<file path="src/rtl/uart_tx_arbiter_if.sv">
// uart_tx_arbiter_if: bundles the requester handshake, the byte bus and the
// uart-facing signals of uart_tx_arbiter. The arbiter uses the slave modport;
// the requesters and the uart (or a bench) use the master modport.
interface uart_tx_arbiter_if #(
  parameter int NUM_REQ = 4
);
  logic [NUM_REQ-1:0]   req;
  logic [8*NUM_REQ-1:0] req_byte;
  logic [NUM_REQ-1:0]   gnt;
  logic                 busy;
  logic                 uart_transmit;
  logic [7:0]           uart_tx_byte;
  logic                 uart_is_transmitting;
  logic                 timeout_err;

  modport master (
    output req, req_byte, uart_is_transmitting,
    input  gnt, busy, uart_transmit, uart_tx_byte, timeout_err
  );

  modport slave (
    input  req, req_byte, uart_is_transmitting,
    output gnt, busy, uart_transmit, uart_tx_byte, timeout_err
  );
endinterface

</file>
<file path="src/rtl/uart_tx_arbiter.sv">
// uart_tx_arbiter: round-robin sharing of one uart transmitter between
// NUM_REQ byte producers. One byte per grant; after launching a byte the
// arbiter waits for uart_is_transmitting to rise and then fall before it
// arbitrates again. All outputs are registered.
// Optional feature: define UART_ARB_TIMEOUT_EN to abandon a byte whose frame
// never starts within TIMEOUT_CYCLES cycles (timeout_err pulses).
module uart_tx_arbiter #(
  parameter int NUM_REQ        = 4,
  parameter int TIMEOUT_CYCLES = 16
) (
  input  logic              Pclk,
  input  logic              rst,
  uart_tx_arbiter_if.slave  bus
);
  localparam int LW = $clog2(NUM_REQ);

  localparam logic [1:0] S_IDLE       = 2'd0;
  localparam logic [1:0] S_LAUNCH     = 2'd1;
  localparam logic [1:0] S_WAIT_START = 2'd2;
  localparam logic [1:0] S_WAIT_DONE  = 2'd3;

  // Parameter sanity: requester count and 8-bit timeout counter reach.
  generate
    if (NUM_REQ < 2 || NUM_REQ > 8) begin : g_bad_num_req
      $error("uart_tx_arbiter: NUM_REQ must be 2..8");
    end
    if (TIMEOUT_CYCLES < 1 || TIMEOUT_CYCLES > 256) begin : g_bad_timeout
      $error("uart_tx_arbiter: TIMEOUT_CYCLES must be 1..256");
    end
  endgenerate

  logic [1:0]         state_q, state_d;
  logic [LW-1:0]      last_q, last_d;
  logic [NUM_REQ-1:0] gnt_q, gnt_d;
  logic               xmit_q, xmit_d;
  logic [7:0]         byte_q, byte_d;
  logic               busy_q, busy_d;
`ifdef UART_ARB_TIMEOUT_EN
  logic [7:0]         cnt_q, cnt_d;
  logic               tmo_q, tmo_d;
`endif

  // Per-requester byte lanes as an array so the winner can index them.
  logic [7:0] byte_arr [NUM_REQ];
  generate
    for (genvar gi = 0; gi < NUM_REQ; gi++) begin : g_lane
      assign byte_arr[gi] = bus.req_byte[8*gi +: 8];
    end
  endgenerate

  // Round-robin search: first set req starting just after the last winner.
  logic          win_found;
  logic [LW-1:0] win_idx;
  always_comb begin
    int cand;
    cand      = 0;
    win_found = 1'b0;
    win_idx   = '0;
    for (int k = 1; k <= NUM_REQ; k++) begin
      cand = int'(last_q) + k;
      if (cand >= NUM_REQ) cand = cand - NUM_REQ;
      if (!win_found && bus.req[LW'(cand)]) begin
        win_found = 1'b1;
        win_idx   = LW'(cand);
      end
    end
  end

  // Next-state logic; gnt and uart_transmit default low so they pulse once.
  always_comb begin
    state_d = state_q;
    last_d  = last_q;
    gnt_d   = '0;
    xmit_d  = 1'b0;
    byte_d  = byte_q;
`ifdef UART_ARB_TIMEOUT_EN
    cnt_d   = cnt_q;
    tmo_d   = 1'b0;
`endif
    case (state_q)
      S_IDLE: begin
        if (win_found) begin
          byte_d  = byte_arr[win_idx];
          gnt_d   = NUM_REQ'(1) << win_idx;
          xmit_d  = 1'b1;
          last_d  = win_idx;
          state_d = S_LAUNCH;
        end
      end
      S_LAUNCH: begin
        state_d = S_WAIT_START;
`ifdef UART_ARB_TIMEOUT_EN
        cnt_d   = 8'd0;
`endif
      end
      S_WAIT_START: begin
        if (bus.uart_is_transmitting) begin
          state_d = S_WAIT_DONE;
`ifdef UART_ARB_TIMEOUT_EN
        end else if (cnt_q == 8'(TIMEOUT_CYCLES - 1)) begin
          // The frame never started: drop the byte, keep last at this winner.
          tmo_d   = 1'b1;
          state_d = S_IDLE;
        end else begin
          cnt_d   = cnt_q + 8'd1;
`endif
        end
      end
      S_WAIT_DONE: begin
        if (!bus.uart_is_transmitting) state_d = S_IDLE;
      end
      default: state_d = S_IDLE;
    endcase
    busy_d = (state_d != S_IDLE);
  end

  // State and output registers with asynchronous reset.
  always_ff @(posedge Pclk or posedge rst) begin
    if (rst) begin
      state_q <= S_IDLE;
      last_q  <= LW'(NUM_REQ - 1);
      gnt_q   <= '0;
      xmit_q  <= 1'b0;
      byte_q  <= 8'h00;
      busy_q  <= 1'b0;
`ifdef UART_ARB_TIMEOUT_EN
      cnt_q   <= 8'd0;
      tmo_q   <= 1'b0;
`endif
    end else begin
      state_q <= state_d;
      last_q  <= last_d;
      gnt_q   <= gnt_d;
      xmit_q  <= xmit_d;
      byte_q  <= byte_d;
      busy_q  <= busy_d;
`ifdef UART_ARB_TIMEOUT_EN
      cnt_q   <= cnt_d;
      tmo_q   <= tmo_d;
`endif
    end
  end

  assign bus.gnt           = gnt_q;
  assign bus.uart_transmit = xmit_q;
  assign bus.uart_tx_byte  = byte_q;
  assign bus.busy          = busy_q;
`ifdef UART_ARB_TIMEOUT_EN
  assign bus.timeout_err   = tmo_q;
`else
  assign bus.timeout_err   = 1'b0;
`endif
endmodule

</file>
<file path="src/flat_wrapper.sv">
// flat-port wrapper written by rule: the top's interface ports become plain ports
module uart_tx_arbiter_flat 
#(
  parameter int NUM_REQ        = 4,
  parameter int TIMEOUT_CYCLES = 16
)
  (Pclk, rst, bus_req, bus_req_byte, bus_uart_is_transmitting, bus_gnt, bus_busy, bus_uart_transmit, bus_uart_tx_byte, bus_timeout_err);
  uart_tx_arbiter_if #(.NUM_REQ(NUM_REQ)) bus_i ();
  input  logic Pclk;
  input  logic rst;
  input wire logic [$bits(bus_i.req)-1:0] bus_req;
  input wire logic [$bits(bus_i.req_byte)-1:0] bus_req_byte;
  input wire logic [$bits(bus_i.uart_is_transmitting)-1:0] bus_uart_is_transmitting;
  output wire logic [$bits(bus_i.gnt)-1:0] bus_gnt;
  output wire logic [$bits(bus_i.busy)-1:0] bus_busy;
  output wire logic [$bits(bus_i.uart_transmit)-1:0] bus_uart_transmit;
  output wire logic [$bits(bus_i.uart_tx_byte)-1:0] bus_uart_tx_byte;
  output wire logic [$bits(bus_i.timeout_err)-1:0] bus_timeout_err;
  assign bus_i.req = bus_req;
  assign bus_i.req_byte = bus_req_byte;
  assign bus_i.uart_is_transmitting = bus_uart_is_transmitting;
  assign bus_gnt = bus_i.gnt;
  assign bus_busy = bus_i.busy;
  assign bus_uart_transmit = bus_i.uart_transmit;
  assign bus_uart_tx_byte = bus_i.uart_tx_byte;
  assign bus_timeout_err = bus_i.timeout_err;
  uart_tx_arbiter #(.NUM_REQ(NUM_REQ), .TIMEOUT_CYCLES(TIMEOUT_CYCLES)) u_core (.Pclk(Pclk), .rst(rst), .bus(bus_i));
endmodule
</file>
<file path="config.mk">
export PLATFORM = sky130hd
export DESIGN_NAME = uart_tx_arbiter_flat
export DESIGN_NICKNAME = d
export VERILOG_FILES = /design/src/rtl/uart_tx_arbiter_if.sv /design/src/rtl/uart_tx_arbiter.sv /design/src/flat_wrapper.sv
export SDC_FILE = /design/constraint.sdc
export NUM_CORES = 1
export LEC_CHECK = 0
export BUFFER_PORTS_ARGS = -buffer_cell sky130_fd_sc_hd__buf_4
export CAP_MARGIN = 5
export CELL_PAD_IN_SITES_DETAIL_PLACEMENT = 1
export CELL_PAD_IN_SITES_GLOBAL_PLACEMENT = 2
export CORE_ASPECT_RATIO = 0.8
export CORE_MARGIN = 1.5
export CORE_UTILIZATION = 26
export CTS_BUF_LIST = sky130_fd_sc_hd__clkbuf_4 sky130_fd_sc_hd__clkbuf_8 sky130_fd_sc_hd__clkbuf_16
export CTS_CLUSTER_DIAMETER = 80
export DETAILED_ROUTE_END_ITERATION = 8
export PLACE_DENSITY_LB_ADDON = 0.1
export SLEW_MARGIN = 20
export SYNTH_ARGS = -nofsm -noshare
export SYNTH_HDL_FRONTEND = slang
export SYNTH_SLANG_ARGS = --single-unit
export TNS_END_PERCENT = 20
</file>
<file path="constraint.sdc">
create_clock -name Pclk -period 3.6 [get_ports Pclk]
set_input_delay 0 -clock Pclk [delete_from_list [all_inputs] [get_ports Pclk]]
set_output_delay 0 -clock Pclk [all_outputs]
set_load 0.01 [all_outputs]
</file>
==> metrics <==
worst hold path depth=3; Rows=20; top_reg_cell synth=dfrtp_1; top post-synthesis cells by count=a211oi_1, dfrtp_1, nor2_1; crit path max fanout=21; pre-CTS setup slack=1.280 ns; PwrDens=approximately 650 nW/um^2; CTS tree=done; syn_nets=~150; YS warnings=0; Port Buffers=52; Die Span Y=58.67 um; first-pass GRT wire length=roughly 5000 um; Reg2Reg Setup Slack=between 1 and 1.5 ns; Hold-fix buffers, CTS=2; layout cell share with drive strength beyond 1=39.62%; Async SR Flop Fraction=100.0%; drt wl/cell=around 16 um; CP Capture Type=register; share of power burned in the clock network=18.3%; post-cts sizing count=0; share of total power in combinational logic=46.5%; fin cells=203; grt ovf=0; dpl cells=197; Peak Freq=437.6 MHz; Syn Area/Cell=between 9 and 10 um^2; Worst R2R Path Depth=5; critical path type=reg2reg; P_int=slightly below 600 uW; Max-cap violations=0; via count of the first global-routing pass=979; drc violations=0; smallest setup slack after layout=between 1 and 1.5 ns; most area-consuming cells after synthesis=dfrtp_1, a211oi_1, mux2i_1; # Post-CTS Setup Buffers=0; Peak VDD IR=0.1680 mV; Placer Congestion=0.7140; sequential-to-total area share from yosys stat=44.97%; Hold Path End=u_core.bus.busy; Synth area leader=dfrtp_1; htree depth=1; die footprint=~4300 um^2; Tmin final=2.285 ns; Slew Limit Fails=0; area delta synth->final=47.33%; Initial Util=26.83%; final setup fails=0; CTS max path bufs=2; Reg clk slew, reported paths=0.08 ns; worst endpoint data arrival time=approximately 2.4 ns; Flop pwr share=35.2%; Hold Crit Start=bus_req[0]; path category of the worst min-delay check=in2reg; latest clock arrival within the worst-skew pair=between 0.2 and 0.3 ns; Num CTS Buffers=3; largest net degree at the start of global routing=22; Nets=just under 200; Root Driver=clkbuf_8; TNS Setup=0 ns; top cell type's share of synthesized area=39.75%; relative slew slack=39.15%; Mapped Area=roughly 1000 um^2; Final HPWL DP=2323 um; Slew @ Worst Pin=between 0.9 and 1 ns; Worst R2R Start=u_core.last_q[0]; status=finished, final reports clean; final number of hold-violating endpoints=0; DRT Pass-1 Iters=4; Final Cycle Share=63.48%; IO Pins=between 50 and 60; number of flops mapped to enable cells by yosys=0; Net Sw Frac=38.32%; RSZ-0062 raised after global routing=no; DIE WIDTH=72.59 um; switching pwr=between 300 and 400 uW; Post-Route WL=3151 um; core area=3754 um^2; synth unique cells=27; Critical Path Start Type=register; vias per cell=4.882; WP data required=3.71 ns; routed vias=991; # diodes=0; final hold slack=approximately 0.051 ns; Static Leak=between 0.0007 and 0.0008 uW; Mapped Cells=~110; clock skew=0.002818 ns; Antenna Nets Post-Route=0; initial drt markers=28; GRT Util Overall=15.86%; # clock sinks=18; #FFs+latches synth=18; antenna violations before repair=0; r2r endpoint=u_core.bus.uart_tx_byte[6]
## cell families (layout without fill, tap and decap cells)
group | after synthesis | in the layout | share of synthesized area (%)
multiplexers | 8 | 8 | 7.951
AO/OA/AOI/OAI | 31 | 31 | 23.23
buffers and inverters | 16 | 69 | 8.446
other | 1 | 1 | 0.3723
AND/OR/NAND/NOR | 32 | 32 | 15.03
flip-flops | 18 | 18 | 44.97
## final cells by class
class,instances,area (um^2)
clock buffers,4,55.05
fillers,446,2270
inverters,11,41.29
multi-input cells,72,469.2
flip-flops and latches,18,452.9
well taps,44,55.05
repair buffers,54,410.4
## power groups by stage
stage	registers, uW	logic [uW]	clock network, uW
6_report	339	448	176
5_1_grt	351	496	190
4_1_cts	341	456	180
3_5_place_dp	344	454	0
3_3_place_gp	340	440	0
2_1_floorplan	364	268	0
## state kept, by name, summed over array words and instances (netlist names)
signal,flops
u_core.bus.uart_tx_byte,8
u_core.bus.busy,1
u_core.bus.uart_transmit,1
u_core.bus.gnt,4
u_core.last_q,2
u_core.state_q,2
## worst max-delay path, cell delays in order, from the launching register on
cell,delay [ns]
dfstp_2,0.56
nor2b_1,0.08
o21ai_4,0.28
and3_1,0.82
mux2i_1,0.29
a211oi_1,0.10
## worst max path at each step
stage | start | endpoint | slack, ns
floorplan | u_core.last_q[1] | u_core.bus.uart_tx_byte[0] | 1.89
global placement | u_core.last_q[0] | u_core.bus.uart_tx_byte[0] | 1.38
detailed placement | u_core.last_q[0] | u_core.bus.uart_tx_byte[6] | 1.28
CTS | u_core.last_q[0] | u_core.bus.uart_tx_byte[6] | 1.26
global route | u_core.last_q[0] | u_core.bus.uart_tx_byte[1] | 1.10
finish | u_core.last_q[0] | u_core.bus.uart_tx_byte[6] | 1.31
## cell usage in the layout, fill, tap and decap left out, drive strengths merged
master,netlist,layout
o311ai,1,1
inv,11,11
o21ai,3,3
nor2,16,16
nand2b,1,1
a211oi,16,16
nand2,4,4
a31oi,8,8
clkbuf,1,4
or2,1,1
dfrtp,16,16
nor4,1,1
dfstp,2,2
or3b,1,1
conb,1,1
a21o,1,1
mux2i,8,8
and3,2,2
nor3,1,1
and2,1,1
nor2b,4,4
buf,4,52
dlygate4sd3,0,2
a21oi,2,2
## per-layer routing
metal | part of all wire (%) | track usage [%] | routed length, um | vias to the layer above
met5 | 0 | 0 | 0 | -
met4 | 1.7 | 6.469 | 54 | 0
met3 | 5.7 | 3.253 | 180 | 4
met2 | 46 | 23.98 | 1435 | 33
met1 | 47 | 22.17 | 1480 | 477
li1 | - | - | - | 477
## per-stage QoR
| step | instance area [um^2] | power [uW] | utilization, % |
|---|---|---|---|
| after floorplan | 1007 | 632.8 | - |
| after global placement | 1409 | 780.3 | 37.53 |
| after detailed placement | 1409 | 797.4 | 37.53 |
| final | 1484 | 962.6 | 39.53 |
| after global routing | 1484 | 1037 | 39.53 |
| after CTS | 1484 | 976.6 | 39.53 |
(Power assumes the default switching activity.)
